`config.mk`:
```
export PLATFORM = sky130hd
export DESIGN_NAME = down_timer_flat
export DESIGN_NICKNAME = d
export VERILOG_FILES = /design/src/rtl/down_timer_if.sv /design/src/rtl/down_timer.sv /design/src/flat_wrapper.sv
export SDC_FILE = /design/constraint.sdc
export NUM_CORES = 1
export LEC_CHECK = 0
export CORE_UTILIZATION = 42
export DETAILED_ROUTE_END_ITERATION = 7
export PLACE_DENSITY = 0.86
export SLEW_MARGIN = 20
export SYNTH_ARGS = -nofsm -noshare
export SYNTH_HDL_FRONTEND = slang
export SYNTH_SLANG_ARGS = --single-unit
```
`constraint.sdc`:
```
create_clock -name clk -period 2 [get_ports clk]
set_input_delay 0.3 -clock clk [delete_from_list [all_inputs] [get_ports clk]]
set_output_delay 0.3 -clock clk [all_outputs]
set_load 0.005 [all_outputs]
```
`src/rtl/down_timer_if.sv`:
```
// down_timer_if: load/count/status bundle between a sequencer (master) and the down timer (slave).
interface down_timer_if #(parameter int WIDTH = 8);
  logic             load;
  logic [WIDTH-1:0] preset;
  logic             ce;
  logic [WIDTH-1:0] out;
  logic             busy;
  logic             done;
  logic             tc;
  modport master (output load, preset, ce, input out, busy, done, tc);
  modport slave  (input load, preset, ce, output out, busy, done, tc);
endinterface

```
`src/rtl/down_timer.sv`:
```
// down_timer: loadable down-counter with terminal-count borrow, busy level and one-cycle done pulse.
// Define DOWN_TIMER_AUTO_RELOAD_EN to reload the last preset at terminal count instead of stopping.
module down_timer #(
  parameter int WIDTH = 8
) (
  input  logic        clk,
  input  logic        reset,
  down_timer_if.slave bus
);
  typedef enum logic {IDLE, RUN} state_e;
  state_e           state_q, state_d;
  logic [WIDTH-1:0] out_q, out_d;
  logic             done_q, done_d;
  logic             tc;
  assign tc       = (state_q == RUN) && bus.ce && (out_q == WIDTH'(1));
  assign bus.tc   = tc;
  assign bus.out  = out_q;
  assign bus.busy = (state_q == RUN);
  assign bus.done = done_q;
`ifdef DOWN_TIMER_AUTO_RELOAD_EN
  logic [WIDTH-1:0] reload_q, reload_d;
  assign reload_d = (bus.load && bus.preset != '0) ? bus.preset : reload_q;
  always_ff @(posedge clk or posedge reset)
    if (reset) reload_q <= '0;
    else       reload_q <= reload_d;
`endif
  always_comb begin
    state_d = state_q;
    out_d   = out_q;
    done_d  = 1'b0;
    if (bus.load) begin
      out_d   = bus.preset;
      state_d = (bus.preset != '0) ? RUN : IDLE;
    end else if (tc) begin
      done_d = 1'b1;
`ifdef DOWN_TIMER_AUTO_RELOAD_EN
      out_d  = reload_q;
`else
      out_d   = '0;
      state_d = IDLE;
`endif
    end else if (state_q == RUN && bus.ce) begin
      out_d = out_q - WIDTH'(1);
    end
  end
  always_ff @(posedge clk or posedge reset)
    if (reset) begin
      state_q <= IDLE;
      out_q   <= '0;
      done_q  <= 1'b0;
    end else begin
      state_q <= state_d;
      out_q   <= out_d;
      done_q  <= done_d;
    end
endmodule
```
`src/flat_wrapper.sv`:
```
// flat-port wrapper written by rule: the top's interface ports become plain ports
module down_timer_flat 
#(
  parameter int WIDTH = 8
)
  (clk, reset, bus_load, bus_preset, bus_ce, bus_out, bus_busy, bus_done, bus_tc);
  down_timer_if #(.WIDTH(WIDTH)) bus_i ();
  input  logic clk;
  input  logic reset;
  input wire logic [$bits(bus_i.load)-1:0] bus_load;
  input wire logic [$bits(bus_i.preset)-1:0] bus_preset;
  input wire logic [$bits(bus_i.ce)-1:0] bus_ce;
  output wire logic [$bits(bus_i.out)-1:0] bus_out;
  output wire logic [$bits(bus_i.busy)-1:0] bus_busy;
  output wire logic [$bits(bus_i.done)-1:0] bus_done;
  output wire logic [$bits(bus_i.tc)-1:0] bus_tc;
  assign bus_i.load = bus_load;
  assign bus_i.preset = bus_preset;
  assign bus_i.ce = bus_ce;
  assign bus_out = bus_i.out;
  assign bus_busy = bus_i.busy;
  assign bus_done = bus_i.done;
  assign bus_tc = bus_i.tc;
  down_timer #(.WIDTH(WIDTH)) u_core (.clk(clk), .reset(reset), .bus(bus_i));
endmodule
```
Word-level counts from Yosys, hierarchy flattened
Cells that the tools add are included.
Word-level totals
  flip-flop bits (word level): 10
  bits in latches: 0
  memory bits (writable): 0
  memory bits (read-only): 0
  bits of input ports: 12
  output and inout port bits: 11
  word-level logic and storage cells: 18
  memories: 0
Cells by class
  add/subtract/negate cells: 1
  multipliers: 0
  div/mod/pow operators: 0
  magnitude comparators: 0
  eq/ne operators: 1
  shift-type cells: 0
  muxes and demuxes: 8
  bitwise operators: 0
  reduce and logical (&&, ||, !) cells: 5
Operators by type and width (number)
  2-to-1 mux 8 bit: 3
  == test 8 x 1 -> 1 bit (second input constant): 1
  nonzero test 8 bit: 1
  subtractor 8 x 1 -> 8 bit (second input constant): 1
  2-to-1 mux 1 bit: 5
  nonzero test 3 bit: 1
  logical AND 1 bit: 2
  nonzero test 2 bit: 1

Logic depth before layout (Yosys ltp)
  depth after elaboration: 4
  mapped depth: 6
  mapped depth without buffers: 6

Least setup slack after synthesis
Ideal clock, no wire load.
  kind: reg2out
  from: reg u_core.out_q[1] (netlist: u_core.bus.out[1])
  to: out bus_tc
  arrival: 1.212 ns
  data required time: 1.700 ns
  path slack: 0.488 ns
  stages on the path, launching flop included: 6
  buffers on the path: 0
  path through: dfrtp_1 inv_1 ha_1 nor3b_2 nand2_1 nor2_1
Between the ends
  longest elaborated chain between the ends: 2
RTL lines
  from (decl): RTL line down_timer.sv:12  | logic [WIDTH-1:0] out_q, out_d;
  from (signal assigned): RTL line down_timer.sv:53  | out_q <= out_d;
  == test 8 x 1 -> 1 bit: RTL line down_timer.sv:15  | assign tc = (state_q == RUN) && bus.ce && (out_q == WIDTH'(1));
  logical AND 1 bit: RTL line down_timer.sv:15
  to (decl): RTL line flat_wrapper.sv:16  | output wire logic [$bits(bus_i.tc)-1:0] bus_tc;
No other way between the ends.

Final worst setup path
  from: reg u_core.out_q[1] (netlist: u_core.bus.out[1])
  to: reg u_core.out_q[5] (netlist: u_core.bus.out[5])
Between the ends
  longest elaborated chain between the ends: 4
  elaborated cells on any way between the ends: 7
  classes of those cells: 1 x add/sub; 1 x eq/ne; 3 x mux; 2 x reduce/logical
RTL lines
  subtractor 8 x 1 -> 8 bit / == test 8 x 1 -> 1 bit (equally long branches): RTL line down_timer.sv:43, down_timer.sv:15
  2-to-1 mux 8 bit / logical AND 1 bit (equally long branches): RTL line down_timer.sv:42, down_timer.sv:15
  2-to-1 mux 8 bit: RTL line down_timer.sv:34  | end else if (tc) begin
  2-to-1 mux 8 bit: RTL line down_timer.sv:31  | if (bus.load) begin
Several ways; a longest one is shown, not always the timed one. The select of a mux whose other input is x is not followed.
A chain may end at the register's enable or synchronous reset.

==> flow_metrics.tcl <==
set metrics [dict create \
    die_h_um 40.9 \
    synth-compound-area-share_pct 20.6 \
    final_cell_mix "clkdlybuf4s50_1 (21), buf_4 (12), nand2_1 (10), o21ai_1 (7), dfrtp_1 (7)" \
    setup_violations 0 \
    cp_slowest_cell "dfrtp_1" \
    synth.area.mux_share_pct 4.72 \
    wl_per_cell_um 14.8 \
    layout_min_cycle_time_ps 1950 \
    ys_top_cells_by_area "dfrtp_1 (39%), nand2_1 (6.5%), a21oi_1 (5.5%), o21ai_1 (5.5%), mux2i_1 (4.7%)" \
    synth.distinct_cells 26 \
    power_mw 0.631 \
    slew_viol_final 0 \
    p_clk_share_pct 30.3 \
    seq_power_share_pct 40.4 \
    crit_path_start "u_core.bus.out[1]" \
    num_vias 721 \
    grt_use_total_pct 25.5 \
    clock_path_buffers 2 \
    cpMostUsedCell "buf_4" \
    dpl.hpwl_mm 1.21 \
    postRouteAntennaNets 0 \
    die_w_um 40.9 \
    grt_pass1_vias 622 \
    synth_top_family_by_area "simple AND/OR/NAND/NOR gates" \
    rr_endpoint "u_core.bus.out[5]" \
    clock_sinks 10 \
    fin_ws_ps 52.0 \
    cts_root_buf "clkbuf_4" \
    fmax_ghz 0.513 \
    h-tree-depth 1 \
    p_leak_nw 0.433 \
    place_area_sq_um 906 \
    nets 126 \
    slowest_delay_ps 390 \
    design.core.area_sq_um 1350 \
    path_max_fanout 2 \
    gr-total-overflow 0 \
    min_period_over_period_pct 97.4 \
    vias_per_cell 5.72 \
    fin_util_pct 75.7 \
    power.density_nw_per_um2 617 \
    cap_violations 0 \
    path_class "register to register" \
    slew_headroom_pct 64.2 \
    final_common_cell "clkdlybuf4s50_1" \
    ys_warn_count 0 \
    start_util_pct 47.2 \
    worst-path-buf-inv 6 \
    status "finished clean" \
    switchingPower_mw 0.195 \
    drtIter0Drc 40 \
    synth_largest_area_cell "dfrtp_1" \
    rr_startpoint "u_core.bus.out[1]" \
    grt_start_max_net_pins 17 \
    hold_viol 0 \
    first_pass_iters 5 \
    routabilityCongestion 0.785 \
    dieArea_sq_um 1680 \
    synth_cells 75 \
    wl_mm 1.86 \
    synth_xor_area_share_pct 0 \
    power_frac_comb_pct 29.3 \
    path_delay_family "buffers and inverters" \
    grt_pass1_wl_mm 2.70 \
    yosys.area_share.simple_pct 26.1 \
    final_area_sq_um 1020 \
    synth-adder-area-share_pct 3.93 \
    synth_area_sq_um 637 \
    port_buffers 22 \
    clk_pin_slew_ps 70 \
    r2r_slack_ps 50 \
    max-vdd-ir-drop_uv 538 \
    pin_count 23 \
    path_cells "inv_2, ha_4, nor3b_4, nand2_2, buf_4, buf_4, buf_4, buf_4, buf_4, a21oi_2, o311ai_1" \
    antenna_found_initial 0 \
    cp-start-kind "register" \
    p_sw_share_pct 30.9 \
    end_kind "register" \
    synth_nets 89 \
    clock_skew_ps 5.39 \
    power.internal_mw 0.436 \
    drc 0 \
    worstPathRequired_ps 2140 \
    yosys.area.top_type_share_pct 39.3 \
    tightestPinTransition_ps 535 \
    synth_seq_cells 10 \
    cts_tree "done" \
    fp-row-count 13 \
    seq_area_frac_synth_pct 39.3 \
    insertion_delay_ps 280 \
    cts_inserted_buffers 3 \
    antenna_cells 0 \
    avgSynthCellArea_sq_um 8.49 \
    synthToLayoutAreaGrowth_pct 60.5 \
    drive_gt1_share_pct 24.3 \
    hp-class "input pin to asynchronous set/reset pin" \
    reg2reg_depth 11 \
    dp_slack_ps 142 \
    crit_arrival_ps 2090 \
]
-- Yosys cell counts (all sizes together) --
cell type and n:
a2111o 1, a21oi 8, a31oi 1, a41oi 1, clkbuf 2, dfrtp 10
ha 2, inv 7, mux2i 3, nand2 11, nand3 3, nand4 1
nand4b 1, nor2 5, nor2b 1, nor3 2, nor3b 1, nor4 1
o21a 1, o21ai 9, o311ai 1, or3 1, or4 2
-- what timing repair did --
item,4_1_cts,5_1_grt
pin swaps,0,4
hold buffers,0,0
endpoints found under the setup margin,1,2
setup buffers,7,1
gates resized for setup,4,6
-- power by group through the flow --
stage / clock [mW] / combinational, mW / sequential [mW]
global placement: 0 / 0.159 / 0.252
detailed placement: 0 / 0.164 / 0.254
CTS: 0.195 / 0.174 / 0.250
finish: 0.191 / 0.185 / 0.255
floorplan: 0 / 0.0746 / 0.251
global route: 0.209 / 0.199 / 0.257
-- worst register-to-register path: stages (launching register included) --
cell	delay, ps
dfrtp_1	390
inv_2	90
ha_4	140
nor3b_4	230
nand2_2	90
buf_4	140
buf_4	120
buf_4	120
buf_4	120
buf_4	130
a21oi_2	130
o311ai_1	110
-- worst max path at each step --
stage / end / slack [ps] / depth (start not counted)
final: u_core.bus.out[5] / 50 / 11
after global routing: u_core.bus.out[5] / -20 / 11
after detailed placement: bus_tc / 140 / 6
after floorplan: bus_tc / 490 / 5
after global placement: bus_tc / 200 / 6
after CTS: u_core.bus.out[5] / 20 / 12
-- final cells by class --
cell class	instances	area (sq um)
clock buffer	4	36.3
fill	95	328
inverter	7	26.3
timing repair buffer	34	309
multi-input combinational	56	378
sequential	10	254
tap	15	18.8
-- logic make-up after synthesis --
group           count (synthesis)
mux                             3
fa+ha+maj                       2
flops                          10
compound gates                 22
buf+inv                         9
simple gates                   29
-- routing by layer --
metal  vias up  global-route usage [%]  routed length [um]
li1        343                       -                   -
met2        35                    42.2                 912
met3         4                    1.63                  88
met5         -                       0                   0
met1       339                    32.2                 838
met4         0                    15.0                  25
-- through the flow --
step                      hold slack (ps)  instances  setup TNS [ps]
after floorplan                       140         75               0
after global placement                590        115               0
after detailed placement              608        115               0
after CTS                             308        126               0
after global routing                  336        126           -16.7
final                                 304        126               0
-- sequential cells by signal, indices dropped and copies added, names as in the netlist --
name	count
u_core.bus.out	8
u_core.bus.busy	1
u_core.bus.done	1
No activity file was read; power rests on OpenSTA's default activity.
